### src/rtl/seg7_pkg.sv
// Shared glyph constants and helpers for the multiplexed seven-segment driver.
// Glyphs are active-high in {g,f,e,d,c,b,a} order; inversion to pin polarity happens in the top.
package seg7_pkg;

  localparam logic [6:0] SEG_0     = 7'h3F;
  localparam logic [6:0] SEG_1     = 7'h06;
  localparam logic [6:0] SEG_2     = 7'h5B;
  localparam logic [6:0] SEG_3     = 7'h4F;
  localparam logic [6:0] SEG_4     = 7'h66;
  localparam logic [6:0] SEG_5     = 7'h6D;
  localparam logic [6:0] SEG_6     = 7'h7D;
  localparam logic [6:0] SEG_7     = 7'h07;
  localparam logic [6:0] SEG_8     = 7'h7F;
  localparam logic [6:0] SEG_9     = 7'h6F;
  localparam logic [6:0] SEG_A     = 7'h77;
  localparam logic [6:0] SEG_B     = 7'h7C;
  localparam logic [6:0] SEG_C     = 7'h39;
  localparam logic [6:0] SEG_D     = 7'h5E;
  localparam logic [6:0] SEG_E     = 7'h79;
  localparam logic [6:0] SEG_F     = 7'h71;
  localparam logic [6:0] SEG_BLANK = 7'h00;

  // Counter width for a modulus n; never narrower than one bit.
  function automatic int unsigned cnt_width(input int unsigned n);
    return (n <= 1) ? 1 : $clog2(n);
  endfunction

  function automatic logic [6:0] hex_to_seg(input logic [3:0] v);
    logic [6:0] s;
    case (v)
      4'h0: s = SEG_0;
      4'h1: s = SEG_1;
      4'h2: s = SEG_2;
      4'h3: s = SEG_3;
      4'h4: s = SEG_4;
      4'h5: s = SEG_5;
      4'h6: s = SEG_6;
      4'h7: s = SEG_7;
      4'h8: s = SEG_8;
      4'h9: s = SEG_9;
      4'hA: s = SEG_A;
      4'hB: s = SEG_B;
      4'hC: s = SEG_C;
      4'hD: s = SEG_D;
      4'hE: s = SEG_E;
      4'hF: s = SEG_F;
      default: s = SEG_BLANK;
    endcase
    return s;
  endfunction

endpackage

### src/rtl/seg7_mux_pwm_driver_if.sv
// Digit-load handshake between the time-keeping logic (master) and the display driver (slave).
interface seg7_mux_pwm_driver_if #(
    parameter int NUM_DIGITS = 4
);
    logic [4*NUM_DIGITS-1:0] Digits_In;
    logic [NUM_DIGITS-1:0]   Dp_In;
    logic                    Load_Valid;
    logic                    Load_Ready;

    modport master (output Digits_In, output Dp_In, output Load_Valid, input Load_Ready);
    modport slave  (input Digits_In, input Dp_In, input Load_Valid, output Load_Ready);
endinterface

### src/rtl/seg7_timebase.sv
// Slot counter and digit scanner; flags the frame boundary and whether the current cycle is lit.
module seg7_timebase
    import seg7_pkg::*;
#(
    parameter int NUM_DIGITS   = 4,
    parameter int REFRESH_DIV  = 1024,
    parameter int PWM_BITS     = 8,
    parameter int BLANK_CYCLES = 2,
    localparam int CW = cnt_width(REFRESH_DIV),
    localparam int IW = cnt_width(NUM_DIGITS)
) (
    input  logic                clk,
    input  logic                rst_n,
    input  logic [PWM_BITS-1:0] brightness,
    output logic [IW-1:0]       digit_idx,
    output logic                frame_boundary,
    output logic                lit
);

    logic [CW-1:0]       slot_cnt_q, slot_cnt_d;
    logic [IW-1:0]       digit_idx_q, digit_idx_d;
    logic [PWM_BITS-1:0] phase;
    logic                slot_end;

    always_ff @(posedge clk or negedge rst_n) begin
        if (!rst_n) begin
            slot_cnt_q  <= '0;
            digit_idx_q <= '0;
        end else begin
            slot_cnt_q  <= slot_cnt_d;
            digit_idx_q <= digit_idx_d;
        end
    end

    always_comb begin
        slot_end    = (slot_cnt_q == CW'(REFRESH_DIV - 1));
        slot_cnt_d  = slot_cnt_q + CW'(1);
        digit_idx_d = digit_idx_q;
        if (slot_end) begin
            slot_cnt_d  = '0;
            digit_idx_d = (digit_idx_q == IW'(NUM_DIGITS - 1)) ? '0 : digit_idx_q + IW'(1);
        end
        frame_boundary = slot_end && (digit_idx_q == IW'(NUM_DIGITS - 1));
        // REFRESH_DIV is a multiple of the PWM period, so the low bits are the PWM phase.
        phase = slot_cnt_q[PWM_BITS-1:0];
        lit   = (slot_cnt_q >= CW'(BLANK_CYCLES)) && ((phase < brightness) || (&brightness));
    end

    assign digit_idx = digit_idx_q;

endmodule

### src/rtl/seg7_mux_pwm_driver.sv
// N-digit multiplexed seven-segment driver with double-buffered loading and PWM dimming.
// Define SEG7_LEADING_ZERO_BLANK_EN to suppress leading zero digits.
module seg7_mux_pwm_driver
    import seg7_pkg::*;
#(
    parameter int NUM_DIGITS   = 4,
    parameter int REFRESH_DIV  = 1024,
    parameter int PWM_BITS     = 8,
    parameter int BLANK_CYCLES = 2
) (
    input  logic                    Clk_100M,
    input  logic                    Reset_n,
    seg7_mux_pwm_driver_if.slave    ld,
    input  logic [PWM_BITS-1:0]     Brightness,
    output logic                    Frame_Start,
    output logic [NUM_DIGITS-1:0]   SegmentDrivers,
    output logic [7:0]              SevenSegment
);

    localparam int IW = cnt_width(NUM_DIGITS);

    logic [IW-1:0]           digit_idx;
    logic                    frame_boundary;
    logic                    lit;

    logic [4*NUM_DIGITS-1:0] active_dig_q, active_dig_d, shadow_dig_q, shadow_dig_d;
    logic [NUM_DIGITS-1:0]   active_dp_q, active_dp_d, shadow_dp_q, shadow_dp_d;
    logic                    pending_q, pending_d;
    logic                    frame_start_q, frame_start_d;
    logic [NUM_DIGITS-1:0]   seg_drv_q, seg_drv_d;
    logic [7:0]              seven_seg_q, seven_seg_d;
    logic [NUM_DIGITS-1:0]   blank_mask;
    logic [3:0]              cur_digit;
    logic                    cur_dp;
    logic                    capture;

    seg7_timebase #(
        .NUM_DIGITS  (NUM_DIGITS),
        .REFRESH_DIV (REFRESH_DIV),
        .PWM_BITS    (PWM_BITS),
        .BLANK_CYCLES(BLANK_CYCLES)
    ) u_timebase (
        .clk           (Clk_100M),
        .rst_n         (Reset_n),
        .brightness    (Brightness),
        .digit_idx     (digit_idx),
        .frame_boundary(frame_boundary),
        .lit           (lit)
    );

`ifdef SEG7_LEADING_ZERO_BLANK_EN
    logic run;
    // A digit is suppressed only while every digit above it is also a suppressed zero.
    always_comb begin
        blank_mask = '0;
        run        = 1'b1;
        for (int i = NUM_DIGITS - 1; i >= 1; i--) begin
            run           = run && (active_dig_q[4*i +: 4] == 4'h0) && !active_dp_q[i];
            blank_mask[i] = run;
        end
    end
`else
    assign blank_mask = '0;
`endif

    always_ff @(posedge Clk_100M or negedge Reset_n) begin
        if (!Reset_n) begin
            active_dig_q  <= '0;
            active_dp_q   <= '0;
            shadow_dig_q  <= '0;
            shadow_dp_q   <= '0;
            pending_q     <= 1'b0;
            frame_start_q <= 1'b0;
            seg_drv_q     <= '1;
            seven_seg_q   <= 8'hFF;
        end else begin
            active_dig_q  <= active_dig_d;
            active_dp_q   <= active_dp_d;
            shadow_dig_q  <= shadow_dig_d;
            shadow_dp_q   <= shadow_dp_d;
            pending_q     <= pending_d;
            frame_start_q <= frame_start_d;
            seg_drv_q     <= seg_drv_d;
            seven_seg_q   <= seven_seg_d;
        end
    end

    always_comb begin
        active_dig_d  = active_dig_q;
        active_dp_d   = active_dp_q;
        shadow_dig_d  = shadow_dig_q;
        shadow_dp_d   = shadow_dp_q;
        pending_d     = pending_q;
        capture       = ld.Load_Valid && !pending_q;
        // Capture and transfer are exclusive: a full shadow is never ready.
        if (capture) begin
            shadow_dig_d = ld.Digits_In;
            shadow_dp_d  = ld.Dp_In;
            pending_d    = 1'b1;
        end else if (frame_boundary && pending_q) begin
            active_dig_d = shadow_dig_q;
            active_dp_d  = shadow_dp_q;
            pending_d    = 1'b0;
        end

        frame_start_d = frame_boundary;
        cur_digit     = active_dig_q[{digit_idx, 2'b00} +: 4];
        cur_dp        = active_dp_q[digit_idx];
        seg_drv_d     = '1;
        seven_seg_d   = 8'hFF;
        if (lit && !blank_mask[digit_idx]) begin
            seg_drv_d   = ~(NUM_DIGITS'(1) << digit_idx);
            seven_seg_d = {~cur_dp, ~hex_to_seg(cur_digit)};
        end
    end

    assign ld.Load_Ready   = !pending_q;
    assign Frame_Start     = frame_start_q;
    assign SegmentDrivers  = seg_drv_q;
    assign SevenSegment    = seven_seg_q;

endmodule
### src/flat_wrapper.sv
// flat-port wrapper written by rule: the top's interface ports become plain ports
module seg7_mux_pwm_driver_flat import seg7_pkg::*;
#(
    parameter int NUM_DIGITS   = 4,
    parameter int REFRESH_DIV  = 1024,
    parameter int PWM_BITS     = 8,
    parameter int BLANK_CYCLES = 2
)
  (Clk_100M, Reset_n, Brightness, Frame_Start, SegmentDrivers, SevenSegment, ld_Digits_In, ld_Dp_In, ld_Load_Valid, ld_Load_Ready);
  seg7_mux_pwm_driver_if #(.NUM_DIGITS(NUM_DIGITS)) ld_i ();
  input  logic Clk_100M;
  input  logic Reset_n;
  input  logic [PWM_BITS-1:0] Brightness;
  output logic Frame_Start;
  output logic [NUM_DIGITS-1:0] SegmentDrivers;
  output logic [7:0] SevenSegment;
  input wire logic [$bits(ld_i.Digits_In)-1:0] ld_Digits_In;
  input wire logic [$bits(ld_i.Dp_In)-1:0] ld_Dp_In;
  input wire logic [$bits(ld_i.Load_Valid)-1:0] ld_Load_Valid;
  output wire logic [$bits(ld_i.Load_Ready)-1:0] ld_Load_Ready;
  assign ld_i.Digits_In = ld_Digits_In;
  assign ld_i.Dp_In = ld_Dp_In;
  assign ld_i.Load_Valid = ld_Load_Valid;
  assign ld_Load_Ready = ld_i.Load_Ready;
  seg7_mux_pwm_driver #(.NUM_DIGITS(NUM_DIGITS), .REFRESH_DIV(REFRESH_DIV), .PWM_BITS(PWM_BITS), .BLANK_CYCLES(BLANK_CYCLES)) u_core (.Clk_100M(Clk_100M), .Reset_n(Reset_n), .ld(ld_i), .Brightness(Brightness), .Frame_Start(Frame_Start), .SegmentDrivers(SegmentDrivers), .SevenSegment(SevenSegment));
endmodule
### config.mk
export PLATFORM = sky130hd
export DESIGN_NAME = seg7_mux_pwm_driver_flat
export DESIGN_NICKNAME = d
export VERILOG_FILES = /design/src/rtl/seg7_pkg.sv /design/src/rtl/seg7_mux_pwm_driver_if.sv /design/src/rtl/seg7_timebase.sv /design/src/rtl/seg7_mux_pwm_driver.sv /design/src/flat_wrapper.sv
export SDC_FILE = /design/constraint.sdc
export NUM_CORES = 1
export LEC_CHECK = 0
export ABC_AREA = 1
export CORE_MARGIN = 3
export CORE_UTILIZATION = 59
export DETAILED_ROUTE_END_ITERATION = 10
export PLACE_DENSITY = 0.82
export REMOVE_ABC_BUFFERS = 1
export SLEW_MARGIN = 20
export SYNTH_ARGS = -nofsm -noshare
export SYNTH_HDL_FRONTEND = slang
export SYNTH_SLANG_ARGS = --single-unit
### constraint.sdc
create_clock -name Clk_100M -period 4.9 [get_ports Clk_100M]
set_clock_uncertainty 0.05 [all_clocks]
set_input_delay 0.98 -clock Clk_100M [delete_from_list [all_inputs] [get_ports Clk_100M]]
set_output_delay 0.98 -clock Clk_100M [all_outputs]
set_load 0.02 [all_outputs]
=== Word level (Yosys, flattened, before mapping) ===
Memory sizes are Yosys's and may differ from the RTL's.
Index checks and enable logic that the tools add are counted.

* Memory bits (read-only): 112
* Bits in registers: 66
* Logic and storage cells: 46
* Bits of input ports: 31
* Output and inout port bits: 14
* Memories kept: 1

{| class="wikitable"
|+ Memory list
! memory !! words !! width !! rd ports !! clocked after Yosys merged registers in !! wr ports !! RTL line !! text
|-
| (no name shown) || 16 || 7 || 1 || 0 || 0 || seg7_pkg.sv:30 || <nowiki>case (v)</nowiki>
|}

* Muxes and demuxes: 11
* Add/subtract/negate cells: 2
* $lt $le $gt $ge: 3
* Shift-type cells: 2
* Reduce and logical (&&, ||, !) cells: 11
* Bitwise operators: 4
* Equality and inequality tests: 2

{| class="wikitable"
|+ Operators by type and width
! operator !! number
|-
| indexed part select 16 x 5 -> 4 bit || 1
|-
| adder 10 x 1 -> 10 bit (second input constant) || 1
|-
| == test 10 bit (second input constant) || 1
|-
| greater-or-equal comparator 10 x 2 -> 1 bit (second input constant) || 1
|-
| 2-to-1 mux 10 bit || 1
|-
| less-than comparator 8 bit || 1
|-
| 2-to-1 mux 8 bit || 1
|-
| AND reduction 8 bit || 1
|-
| 2-to-1 mux 7 bit || 1
|-
| NOT 7 bit || 1
|-
| logical AND 1 bit || 5
|-
| binary-select mux 1 bit (select 2 bit) || 2
|-
| 2-to-1 mux 1 bit || 4
|-
| 2-to-1 mux 4 bit || 1
|-
| NOT 4 bit || 1
|-
| << shifter 1 x 2 -> 4 bit (first input constant) || 1
|-
| less-than comparator 2 x 3 -> 1 bit (second input constant) || 1
|-
| adder 2 x 1 -> 2 bit (second input constant) || 1
|-
| == test 2 bit (second input constant) || 1
|-
| logical NOT 1 bit || 2
|-
| 2-to-1 mux 2 bit || 1
|-
| NOT 1 bit || 2
|-
| AND reduction 2 bit || 1
|-
| nonzero test 2 bit || 1
|-
| logical OR 1 bit || 1
|}

=== Depth between registers and ports, before layout ===
Gate-level depths: netlist of the first run.

* Word-level depth: 7
* Gate-level depth with buffers: 13
* Depth with buffers taken out: 12

=== By module ===
Synthesis of the first run repeated with hierarchy kept, for this count alone.

* Cells, all modules: 364
* Area total of the unflattened synthesis: 3264.4 um^2

{| class="wikitable"
|+ Modules (own cells, without submodules)
! module !! cells an instance !! area each (um^2) !! sequential area each (um^2) !! times used
|-
| seg7_mux_pwm_driver || 253 || 2408.6 || 1366.3 || 1
|-
| seg7_timebase || 111 || 855.8 || 300.3 || 1
|}

=== Worst setup path after synthesis of the first run ===
No wires, ideal clock.

* Kind: input-to-reg
* Start: in Brightness[7]
* End: reg u_core.seven_seg_q[4] (netlist: u_core.SevenSegment[4])
* Path buffers: 1
* Setup time: 91 ps
* Data required time: 4759 ps
* Slack: 2831 ps
* Stages: 8
* Data arrival time: 1928 ps
* Path through: inv_1 ha_1 a21oi_1 o21a_1 nand2_1 nand2_1 buf_2 nand3_1

* Cells in the longest elaborated chain, start to end: 5
* Elaborated cells between the ends (all ways): 6
* Classes of those cells: order compare: 1; mux: 1; reduce/logical: 4

{| class="wikitable"
|+ RTL lines
! item !! RTL line !! text
|-
| from (decl) || flat_wrapper.sv:13 || <nowiki>input logic [PWM_BITS-1:0] Brightness;</nowiki>
|-
| less-than comparator 8 bit or AND reduction 8 bit (tied branches) || seg7_timebase.sv:46 || <nowiki>lit = (slot_cnt_q >= CW'(BLANK_CYCLES)) && ((phase < brightness) || (&brightness));</nowiki>
|-
| logical OR 1 bit * || seg7_timebase.sv:46 ||
|-
| logical AND 1 bit * || seg7_timebase.sv:46 ||
|-
| logical AND 1 bit * || seg7_mux_pwm_driver.sv:111 || <nowiki>if (lit && !blank_mask[digit_idx]) begin</nowiki>
|-
| 2-to-1 mux 8 bit * || seg7_mux_pwm_driver.sv:111 ||
|-
| named net u_core.seven_seg_d[4] || seg7_mux_pwm_driver.sv:31 || <nowiki>logic [7:0] seven_seg_q, seven_seg_d;</nowiki>
|-
| to (signal assigned) || seg7_mux_pwm_driver.sv:84 || <nowiki>seven_seg_q <= seven_seg_d;</nowiki>
|-
| to (decl) || seg7_mux_pwm_driver.sv:31 ||
|}

The timed path passes the listed nets; every way through them passes the cells marked *.
A chain may end at the register's enable or synchronous reset.

=== Worst setup path in the final report of the first run ===
* Start: reg u_core.pending_q
* End: out ld_Load_Ready

* Cells in the longest elaborated chain, start to end: 1

{| class="wikitable"
|+ RTL lines
! item !! RTL line !! text
|-
| from (decl) || seg7_mux_pwm_driver.sv:28 || <nowiki>logic pending_q, pending_d;</nowiki>
|-
| from (signal assigned) || seg7_mux_pwm_driver.sv:81 || <nowiki>pending_q <= pending_d;</nowiki>
|-
| logical NOT 1 bit || seg7_mux_pwm_driver.sv:117 || <nowiki>assign ld.Load_Ready = !pending_q;</nowiki>
|-
| to (decl) || flat_wrapper.sv:20 || <nowiki>output wire logic [$bits(ld_i.Load_Ready)-1:0] ld_Load_Ready;</nowiki>
|}

No other way between the ends.

==> impl.org, run 1 <==
** Run status
- The run finished with clean final reports.

** STA
- Subtracting the final worst setup slack from the clock period gives 2.98 ns.
- Max Freq :: 336 MHz
- Setup violations remaining at the end of the flow were counted as 0.
- For the final routed database, the setup TNS stands at 0 ns.
- Measured against its own limit, the worst slew margin works out to 45.6%.
- At the pin with the least slew margin, the transition time is 0.814 ns.
- Unrepaired setup endpoints after global routing :: false
- Final Hold Fails :: 0
- Final Max Tran Viols :: 0
- Share of the clock period used by the worst path :: 60.8%

** Routing
- Final antenna-violating net count :: 0
- Drt pass-1 iters :: 4
- Routed wire length :: slightly above 6 mm
- Via density per instance :: 5.20
- Across all layers, the routed design uses approximately 2.5k vias.
- DRC marker count from the first detailed-route iteration :: 128
- Routed wire per std cell :: 12.7 µm
- For this run, design rule violations remaining after detail routing come to 0.

** Finish
- Fillcell total :: 397
- Number of nets in the layout :: roughly 450
- Antenna diode count :: 0
- Layout overhead on the synthesized area :: 19.4%
- Post-layout util :: 74.9%
- Fraction of layout instances using a drive strength above 1 :: roughly 15%

** Clock network
- The clock net in this run drives a total of 66 sinks.
- Clock latency on the worst-skew pair, taken at its later pin, is approximately 0.34 ns.
- The root buffer cell chosen for the clock tree is clkbuf_8.
- The longest clock path from root to sink contains 2 buffers.
- Reg clk slew, reported paths :: 0.07 ns
- The number of gates resized after CTS was 0.
- Total of hold buffers inserted after clock tree synthesis :: 0
- TritonCTS built the clock tree.
- Once the clock tree was built, the setup fixing pass inserted 0 buffers.
- The H-tree was split into 3 levels.
- Number of clock buffers inserted by TritonCTS :: 9

** Logic synthesis
- Count of warnings emitted by yosys :: 0
- Synthesis produced a netlist whose cell count is 357.
- Averaged over all synthesized cells, the footprint is 9.25 µm².
- Sequential fraction of the synthesis area :: 50.5%
- In the post-synthesis netlist, the biggest area contributors are dfrtp_1, nand2_1, dfstp_2, nand3_1, ha_1.
- The synthesized netlist contains 29 unique library cells.
- nand2_1 is the most common cell in the netlist.
- In the synthesized netlist the dominant register cell turns out to be dfrtp_1.
- EDFF count, synth :: 0
- The mapped netlist covers 0.00330 mm².
- Fraction of synthesis flops using an asynchronous set or reset pin :: 100%
- Of the post-synthesis cell area, the dominant cell type holds ~40%.
- Commonest cells in the netlist :: nand2_1, dfrtp_1, nand3_1
- Of all cell types, the one taking the most synthesized area is dfrtp_1.
- Flop and latch count out of synthesis :: 66

** Floorplanning
- The initial utilization of the core area, before any placement, comes to 62.7%.
- Width of the die :: 80.8 µm
- The floorplan step defined a core boundary enclosing 0.00527 mm².
- between 40 and 50 I/O pins were placed.
- FP Rows :: 26
- The die covers 0.00653 mm².
- Height of the die :: 80.8 µm

** Worst hold path
- The tightest min-delay check is of the flip-flop to flip-flop type.
- The worst hold path passes through 2 cells.
- In this run the most critical hold path is launched from u_core.active_dig_q[9].
- Hold path endpoint :: u_core.active_dig_q[9]

** Setup path
- Critical path capture point type :: output port
- For the worst setup path, the data required time is roughly 3.9 ns.
- Worst reg-to-reg setup slack :: around 2.6 ns
- The worst register-to-register path has a depth of 3.
- Worst Path Buf+Inv :: 2
- In this run the critical register-to-register path is launched from u_core.pending_q.
- For the worst setup path, the data arrival time is 1.95 ns.
- STA classifies the critical path startpoint as a flip-flop.
- In this run the critical register-to-register path is captured at u_core.shadow_dig_q[10].
- On the critical path the largest part of the delay comes from flip-flops.
- The signal on the critical path passes through inv_1 > clkdlybuf4s50_1.
- The critical path in this run is classified as flip-flop to output port.
- Slowest cell on the critical path :: dfrtp_1
- Highest cell delay on the worst timing path :: 0.86 ns
- Critical-path maximum fanout :: 22

** Global routing
- The first global-routing pass estimated between 10 and 15 mm of wire.
- Across every metal layer, demand over resource in global routing totals 21.2%.
- Entering global routing, the biggest net connects between 60 and 70 pins.
- The via count of the first global-routing pass is 2,419.
- Number of antenna violations at the first check in global routing :: 0
- Global routing finished with a remaining overflow of 0.

** Power
- The worst-case IR drop observed on VDD is 0.000243 V.
- Leakage dissipation :: 2.07 nW
- Power density cells :: 269 mW/mm²

** Place
- Detailed placement finished with a half-perimeter wire length of ~4.3 mm.
- During placement, the flow inserted port buffers numbering 44.
- Final estimated routing congestion in global placement :: between 0.7 and 0.8

** Flow run
- Number of max-capacitance violations reported :: 0
[cell type report]
class                   instances  area (µm²)  area share, %
multi-input cells             248        1430           36.3
clock inverters                 2        35.0          0.888
well taps                      70        87.6           2.22
flip-flops and latches         66        1670           42.2
inverters                      31         116           2.95
clock buffers                  14         163           4.12
repair buffers                 45         443           11.2
[sequential cells by signal (all words and copies together), names as in the netlist]
name / cells
u_core.active_dig_q: 16
u_core.SevenSegment: 8
u_core.active_dp_q: 4
u_core.Frame_Start: 1
u_core.SegmentDrivers: 4
u_core.u_timebase.digit_idx: 2
u_core.shadow_dp_q: 4
u_core.pending_q: 1
u_core.u_timebase.slot_cnt_q: 10
u_core.shadow_dig_q: 16
[how the worst max path moves through the flow]
stage | to | cells after the start | startpoint
after global placement | u_core.SevenSegment[1] | 8 | Brightness[7]
final | ld_Load_Ready | 2 | u_core.pending_q
after CTS | ld_Load_Ready | 2 | u_core.pending_q
after global routing | ld_Load_Ready | 2 | u_core.pending_q
after floorplan | u_core.SevenSegment[0] | 7 | Brightness[7]
after detailed placement | u_core.SevenSegment[2] | 11 | Brightness[3]
[worst min-delay path, cell delays in order, from the launching register on]
cell     delay [ns]
dfrtp_1        0.35
nand2_1        0.05
nand2_1        0.04
[power by group]
part	leakage (nW)	internal [mW]	switching, mW
Combinational	1.11	0.0296	0.0242
Sequential	0.860	0.550	0.000706
Clock	0.101	0.263	0.193
Total	2.07	0.843	0.218
[stage by stage]
| stage | cell area, µm² | hold slack, ns | total power [mW] | cells | worst slack (ns) |
|---|---|---|---|---|---|
| global placement | 3750 | 0.403 | 0.614 | 460 | 2.29 |
| detailed placement | 3750 | 0.409 | 0.616 | 460 | 2.24 |
| finish | 3950 | 0.425 | 1.06 | 476 | 1.92 |
| floorplan | 3220 | 0.387 | 0.574 | 345 | 2.85 |
| global route | 3950 | 0.444 | 1.11 | 476 | 1.80 |
| CTS | 3950 | 0.425 | 1.07 | 476 | 1.93 |
[metal layers]
layer  part of all wire [%]  vias to the layer above  track usage (%)  routed length [µm]
li1                       -                     1240                -                   -
met3                    4.5                        6             6.98                 269
met2                     50                       53             36.0                3030
met1                     45                     1175             25.9                2690
met5                      0                        -                0                   0
met4                   0.80                        0             6.25                  48
[cell families after synthesis]
kind of cell               synth area share [%]
and+or+nand+nor                            25.2
DFF                                        50.5
xor gates and xnor gates                   1.33
AOI/OAI and AO/OA                          2.84
muxes                                      6.82
buffers and inverters                      6.14
adders and majority gates                  7.20
[cell usage in the layout (no fill, tap or decap), types with 2 or more instances in the layout]
cell type	synthesis	routed
nand2_2	2	2
nand2_1	107	107
clkbuf_8	0	11
o21ai_0	8	8
nor2_1	13	13
dfrtp_1	54	54
xor2_1	3	3
a21oi_1	7	7
clkbuf_1	1	3
inv_1	27	27
inv_2	4	4
nor4_1	3	3
mux2_2	20	20
dfstp_2	12	12
nand3_1	54	54
clkdlybuf4s50_1	0	43
ha_1	19	19
xnor2_1	2	2
No activity file was read; power rests on OpenSTA's default activity.
==> run 2, diff against run 1 <==
--- a/config.mk
+++ b/config.mk
@@ -7,9 +7,9 @@
 export LEC_CHECK = 0
 export ABC_AREA = 1
 export CORE_MARGIN = 3
-export CORE_UTILIZATION = 59
+export CORE_UTILIZATION = 49
 export DETAILED_ROUTE_END_ITERATION = 10
-export PLACE_DENSITY = 0.82
+export PLACE_DENSITY = 0.72
 export REMOVE_ABC_BUFFERS = 1
 export SLEW_MARGIN = 20
 export SYNTH_ARGS = -nofsm -noshare
==> constraint.sdc (replaced) <==
create_clock -name Clk_100M -period 2.5 [get_ports Clk_100M]
set_clock_uncertainty 0.05 [all_clocks]
set_input_delay 0.5 -clock Clk_100M [delete_from_list [all_inputs] [get_ports Clk_100M]]
set_output_delay 0.5 -clock Clk_100M [all_outputs]
set_load 0.02 [all_outputs]
==> impl.org, run 2 (synthesis results as in run 1) <==
** Floorplanning
- The floorplan step set the die width to 88.1 µm.
- Height of the die :: 88.1 µm
- Initial Utilization :: between 50% and 60%
- During I/O placement, the number of pins put on the boundary was 45.
- FP Rows :: 29
- Floorplan Core Area :: 0.00646 mm²
- Die Outline Area :: 0.00776 mm²

** Clock network
- H-tree levels :: 3
- Clock root buffer master :: clkbuf_8
- After clock tree synthesis, the clock-pin slew on the worst setup and hold paths is 0.07 ns.
- TritonCTS built the clock tree.
- Number of cells upsized or downsized after cts :: 0
- The longest clock path from root to sink contains 2 buffers.
- Buffers inserted during clock tree synthesis total 9.
- Number of sinks handled by clock tree synthesis :: 66
- Total of hold buffers inserted after clock tree synthesis :: 0
- Clock latency on the worst-skew pair :: between 0.3 and 0.4 ns
- Setup Buffers After CTS :: 0

** Routing
- Final antenna-violating net count :: 0
- Total number of vias :: 2,494
- Summed over all layers, the routed wires come to 5.91 mm.
- After the first detailed-routing iteration, the DRC count stood at 85.
- After detailed routing, the number of vias per cell comes to 5.13.
- After detailed routing, the average wire length per cell comes to between 10 and 15 µm.
- For this run, design rule violations remaining after detail routing come to 0.
- Drt pass-1 iters :: 4

** STA
- The count of final hold-check violations came to 0.
- Static timing analysis puts the maximum clock frequency at 491 MHz.
- Setup violations remaining at the end of the flow were counted as 0.
- Tightest Pin Transition :: roughly 0.54 ns
- Of the available clock period, the critical path in the final layout requires 81.5%.
- After routing, the total negative slack on setup checks comes to 0 ns.
- The tightest hold path in the finished design has a slack of 0.0798 ns.
- Setup repair after global routing left no endpoint under its margin.
- Measured against its own limit, the worst slew margin works out to a little under two thirds.
- The count of final max-slew check failures is 0.
- Final min period :: a little over 2 ns

** Global routing
- The via count of the first global-routing pass came to approximately 2.5k.
- Number of antenna violations at the first check in global routing :: 0
- GRT Overall Usage :: 17.6%
- In the global route stage, met3 resource usage came out at 4.42%.
- For this run the aggregate overflow at the end of global routing stands at 0.
- Pin count of the biggest net entering global routing :: 44
- Fraction of met1 tracks used by global routing :: 21.3%
- The first global-routing pass estimated 10.6 mm of wire.
- In this run the most used layer during global routing was met2.
- For this run, global-route usage on met2 was measured as 29.0%.

** Place
- Post-detail-place hpwl :: about 4.2 mm
- Buffers placed on the I/O ports in this run total 44.
- In this run, placement finished with an instance count of 470.
- At the end of routability-driven placement, the weighted congestion stood at 0.881.

** Power
- IR analysis of the VDD net gives a maximum drop of 0.000475 V.
- In this run the power density over the cells is 553 mW/mm².
- Leakage dissipation :: 2.10 nW

** Run status
- Outcome :: finished, final reports clean

** Finish
- Number of nets in the layout :: 454
- Layout overhead on the synthesized area :: 22.0%
- The largest registers in the layout are u_core.active_dig_q: 16 flops, u_core.shadow_dig_q: 16 flops, u_core.u_timebase.slot_cnt_q: 10 flops.
- The repair_antennas step left the layout with diodes totalling 0.
- Leaving out fill and tap cells, the most frequent cells in the layout are nand2_1, nand3_1, dfrtp_1, clkdlybuf4s50_1, inv_1.
- Final cell count without fillers :: between 400 and 500
- Leading cell type in the layout, fill and taps excluded :: nand2_1
- Of the cells placed in the final design, the portion with a size suffix greater than 1 is 15.9%.

** Setup path
- STA classifies the critical path endpoint as an output port.
- Data required time at the worst endpoint :: 1.95 ns
- Crit path kind :: flip-flop to output port
- CP arrival :: between 1 and 1.5 ns
- The signal on the critical path passes through clkdlybuf4s50_1.
- Slowest cell on the critical path :: clkdlybuf4s50_1
- Highest cell delay on the worst timing path :: 0.61 ns
- The kind of cell with the highest combined delay along the critical path is buffers and inverters.
- Setup crit start kind :: flip-flop
- Together, buffers and inverters on the worst path number 1.
- Of all nets on the critical path, the largest fanout is 1.

** Worst hold path
- Path type of the worst min-delay path :: input pin to asynchronous set/reset pin

** Flow run
- The tool flagged a number of max-cap violations equal to 0.
run 2: per-layer routing:
layer,part of all wire [%],wire (µm)
met1,46,2710
met4,2.8,166
met3,5.1,301
met5,0,0
met2,46,2730
run 2: final cells by class:
type | instances | area [µm²]
fill | 582 | 2430
sequential | 66 | 1670
multi-input combinational | 248 | 1430
timing repair buffer | 48 | 478
clock buffer | 12 | 165
inverter | 31 | 116
tap | 77 | 96.3
clock inverter | 4 | 72.6
run 2: worst paths after layout:
| path | to | cells past startpoint | from | slack, ns |
|---|---|---|---|---|
| max | SevenSegment[7] | 1 | u_core.SevenSegment[7] | 0.46 |
| min | u_core.shadow_dig_q[12] | 1 | Reset_n | 0.08 |
| max reg2reg | u_core.active_dig_q[11] | 8 | u_core.u_timebase.slot_cnt_q[1] | 0.51 |
| min reg2reg | u_core.active_dig_q[15] | 2 | u_core.active_dig_q[15] | 0.42 |
| max in group asynchronous | u_core.SevenSegment[0] | 2 | Reset_n | 1.65 |
| min in group Clk_100M | u_core.active_dig_q[15] | 2 | u_core.active_dig_q[15] | 0.42 |
run 2: stage by stage:
stage / setup slack, ns / util, % / area [µm²] / power, mW
2_1_floorplan: 0.495 / - / 3220 / 1.12
3_3_place_gp: 0.353 / 58.7 / 3790 / 1.21
3_5_place_dp: 0.278 / 58.7 / 3790 / 1.21
4_1_cts: 0.436 / 62.4 / 4030 / 2.26
5_1_grt: 0.267 / 62.4 / 4030 / 2.32
6_report: 0.464 / 62.4 / 4030 / 2.23
run 2: where the power goes:
group | total (mW) | internal [mW] | switching [mW]
clock | 1.04 | 0.641 | 0.397
combinational | 0.108 | 0.0601 | 0.0479
sequential | 1.08 | 1.08 | 0.00145
==> run 3, diff against run 2 <==
--- a/config.mk
+++ b/config.mk
@@ -7,9 +7,9 @@
 export LEC_CHECK = 0
 export ABC_AREA = 1
 export CORE_MARGIN = 3
-export CORE_UTILIZATION = 49
+export CORE_UTILIZATION = 55
 export DETAILED_ROUTE_END_ITERATION = 10
-export PLACE_DENSITY = 0.72
+export PLACE_DENSITY = 0.77
 export REMOVE_ABC_BUFFERS = 1
 export SLEW_MARGIN = 20
 export SYNTH_ARGS = -nofsm -noshare
==> constraint.sdc (replaced) <==
create_clock -name Clk_100M -period 2.05 [get_ports Clk_100M]
set_clock_uncertainty 0.05 [all_clocks]
set_input_delay 0.41 -clock Clk_100M [delete_from_list [all_inputs] [get_ports Clk_100M]]
set_output_delay 0.41 -clock Clk_100M [all_outputs]
set_load 0.02 [all_outputs]
==> impl.org, run 3 (synthesis results as in run 1) <==
** Finish
- Final design area excluding fillers :: 0.00408 mm²
- The repair_antennas step left the layout with diodes totalling 0.
- Fraction of layout instances using a drive strength above 1 :: between 10% and 20%
- In the final layout, the registers with the most flip-flops are u_core.active_dig_q: 16 flops, u_core.shadow_dig_q: 16 flops, u_core.u_timebase.slot_cnt_q: 10 flops.
- The library cell used most frequently in the layout, excluding fill and tap cells, is nand2_1.
- The library cells used most frequently in the layout, excluding fill and tap cells, are nand2_1, nand3_1, dfrtp_1, clkdlybuf4s50_1, inv_1.
- Number of nets in the layout :: about 460
- Relative to the synthesized area, the layout overhead comes to 23.4%.

** Routing
- The first TritonRoute pass finished after 4 iterations.
- DRC marker count from the first detailed-route iteration :: 125
- Dividing the detail-routed wire length by the instance count gives 12.4 µm.
- Routed wire length :: 6.01 mm
- After detailed routing, the number of vias per cell comes to 5.20.
- After detailed routing, the number of remaining DRC violations is 0.
- Once detail routing completed, the nets flagged for antenna violations numbered 0.
- Total number of vias :: 2,528

** STA
- The count of final max-slew check failures was 0.
- Final setup margin :: 0.104 ns
- Final min period :: 1.95 ns
- After layout, the worst path uses between 90% and 100% of the clock period.
- Worst slack on hold paths :: 0.0182 ns
- Unrepaired setup endpoints after global routing :: false
- Slew HR :: about 72%
- At the pin with the least slew margin, the transition time is 0.412 ns.
- Total negative slack for setup checks :: 0 ns
- Max Freq :: slightly above 500 MHz
- The count of final hold-check violations was 0.
- Setup violations remaining at the end of the flow were counted as 0.

** Setup path
- STA classifies the critical path endpoint as an output port.
- CP arrival :: approximately 1.5 ns
- Worst Path Buf+Inv :: 1
- Walking the worst path, the cells encountered are clkdlybuf4s50_1.
- Highest cell delay on the worst timing path :: roughly 0.6 ns
- Slowest cell on the critical path :: clkdlybuf4s50_1
- The cell family contributing the most delay on the critical path is buffers and inverters.
- Of all nets on the critical path, the largest fanout is 1.
- Data required time at the worst endpoint :: 1.59 ns
- The worst setup path is of the flip-flop to output port kind.
- Setup crit start kind :: flip-flop

** Place
- Prior to clock tree synthesis, the placed netlist has a worst setup slack of 0.0416 ns.
- Placed inst area :: 0.00383 mm²
- Input and output buffers added on the ports amount to 44.
- Detailed placement ended at an HPWL of 4.21 mm.
- Final estimated routing congestion in global placement :: 0.884

** Global routing
- After global routing the overflow that remains totals 0.
- The via count of the first global-routing pass was 2,556.
- In the global route stage, overall resource usage came out at 19.3%.
- Pin count of the biggest net entering global routing :: 67
- The first global-routing pass estimated around 11 mm of wire.
- The initial antenna violation count came to 0.

** Clock network
- Number of cells upsized or downsized after cts :: 0
- Clock latency on the worst-skew pair, taken at its later pin, is 0.34 ns.
- Total of hold buffers inserted after clock tree synthesis :: 0
- The longest clock path from root to sink contains 2 buffers.
- The root buffer cell chosen for the clock tree is clkbuf_8.
- The number of clock buffers added by TritonCTS is 9.
- Reg clk slew, reported paths :: roughly 0.070 ns
- Post-CTS timing repair inserted 0 buffers for setup.
- TritonCTS built the clock tree.
- The clock net in this run drives a total of 66 sinks.
- H-tree levels :: 3

** Power
- In this run switching power makes up 20.4% of total power.
- Power share of the sequential group :: 47.7%
- Power density cells :: 677 mW/mm²
- In this run, the clock network consumes 47.4% of the power.
- Across the VDD grid, the largest voltage drop is 0.000565 V.
- Internal power of the cells :: about 2.2 mW
- Power share of the combinational group :: ~4.9%
- Switching power :: 0.564 mW
- Leakage dissipation :: 2.13 nW

** Worst hold path
- Path type of the worst min-delay path :: input pin to asynchronous set/reset pin

** Floorplanning
- In this run the count of I/O pins placed on the die edge is 45.
- Floorplan Core Area :: 0.00564 mm²
- Once the floorplan was initialized, standard cells occupied about three fifths of the core.
- FP Rows :: 27
- Height of the die :: 83.5 µm
- The die covers 0.00697 mm².
- From left edge to right edge, the die measures 83.5 µm.

** Run status
- Outcome :: finished, final reports clean

** Flow run
- Number of max-capacitance violations reported :: 0
run 3: changes by cell type in the layout (fill, tap and decap cells not counted), sizes merged:
cell / previous run / this run
clkinvlp: 1 / 3
bufinv: 2 / 3
buf: 5 / 10
clkbuf: 12 / 9
run 3: power by group through the flow:
stage          sequential (mW)  combinational (mW)  clock (mW)
4_1_cts                   1.32               0.140        1.33
2_1_floorplan             1.35              0.0210           0
3_5_place_dp              1.34               0.139           0
6_report                  1.32               0.136        1.31
5_1_grt                   1.32               0.152        1.39
3_3_place_gp              1.34               0.136           0
run 3: cell type report:
type	count	area [µm²]
repair buffers	53	528
well taps	72	90.1
inverters	31	116
multi-input cells	248	1430
clock buffers	9	124
flip-flops and latches	66	1670
clock inverters	7	118
fillers	421	1570
run 3: final timing paths:
path | from | to | slack [ns] | cells after the start
max | u_core.SevenSegment[7] | SevenSegment[7] | 0.10 | 1
min reg2reg | u_core.active_dp_q[2] | u_core.active_dp_q[2] | 0.42 | 2
min | Reset_n | u_core.active_dig_q[3] | 0.02 | 2
min in group Clk_100M | u_core.active_dp_q[2] | u_core.active_dp_q[2] | 0.42 | 2
max in group asynchronous | Reset_n | u_core.SegmentDrivers[3] | 1.62 | 2
max reg2reg | u_core.u_timebase.slot_cnt_q[1] | u_core.active_dig_q[0] | 0.21 | 8
run 3: through the flow:
| step | cells | util [%] | power (mW) |
|---|---|---|---|
| finish | 486 | 72.3 | 2.76 |
| global route | 486 | 72.3 | 2.86 |
| CTS | 486 | 72.3 | 2.79 |
| detailed placement | 470 | 68.0 | 1.48 |
| global placement | 470 | 68.0 | 1.48 |
| floorplan | 345 | - | 1.37 |
run 3: metal layers:
metal / global-route usage (%) / part of all wire (%)
met2: 33.3 / 49
met3: 4.74 / 5.7
met5: 0 / 0
met1: 22.6 / 43
met4: 9.36 / 2.2
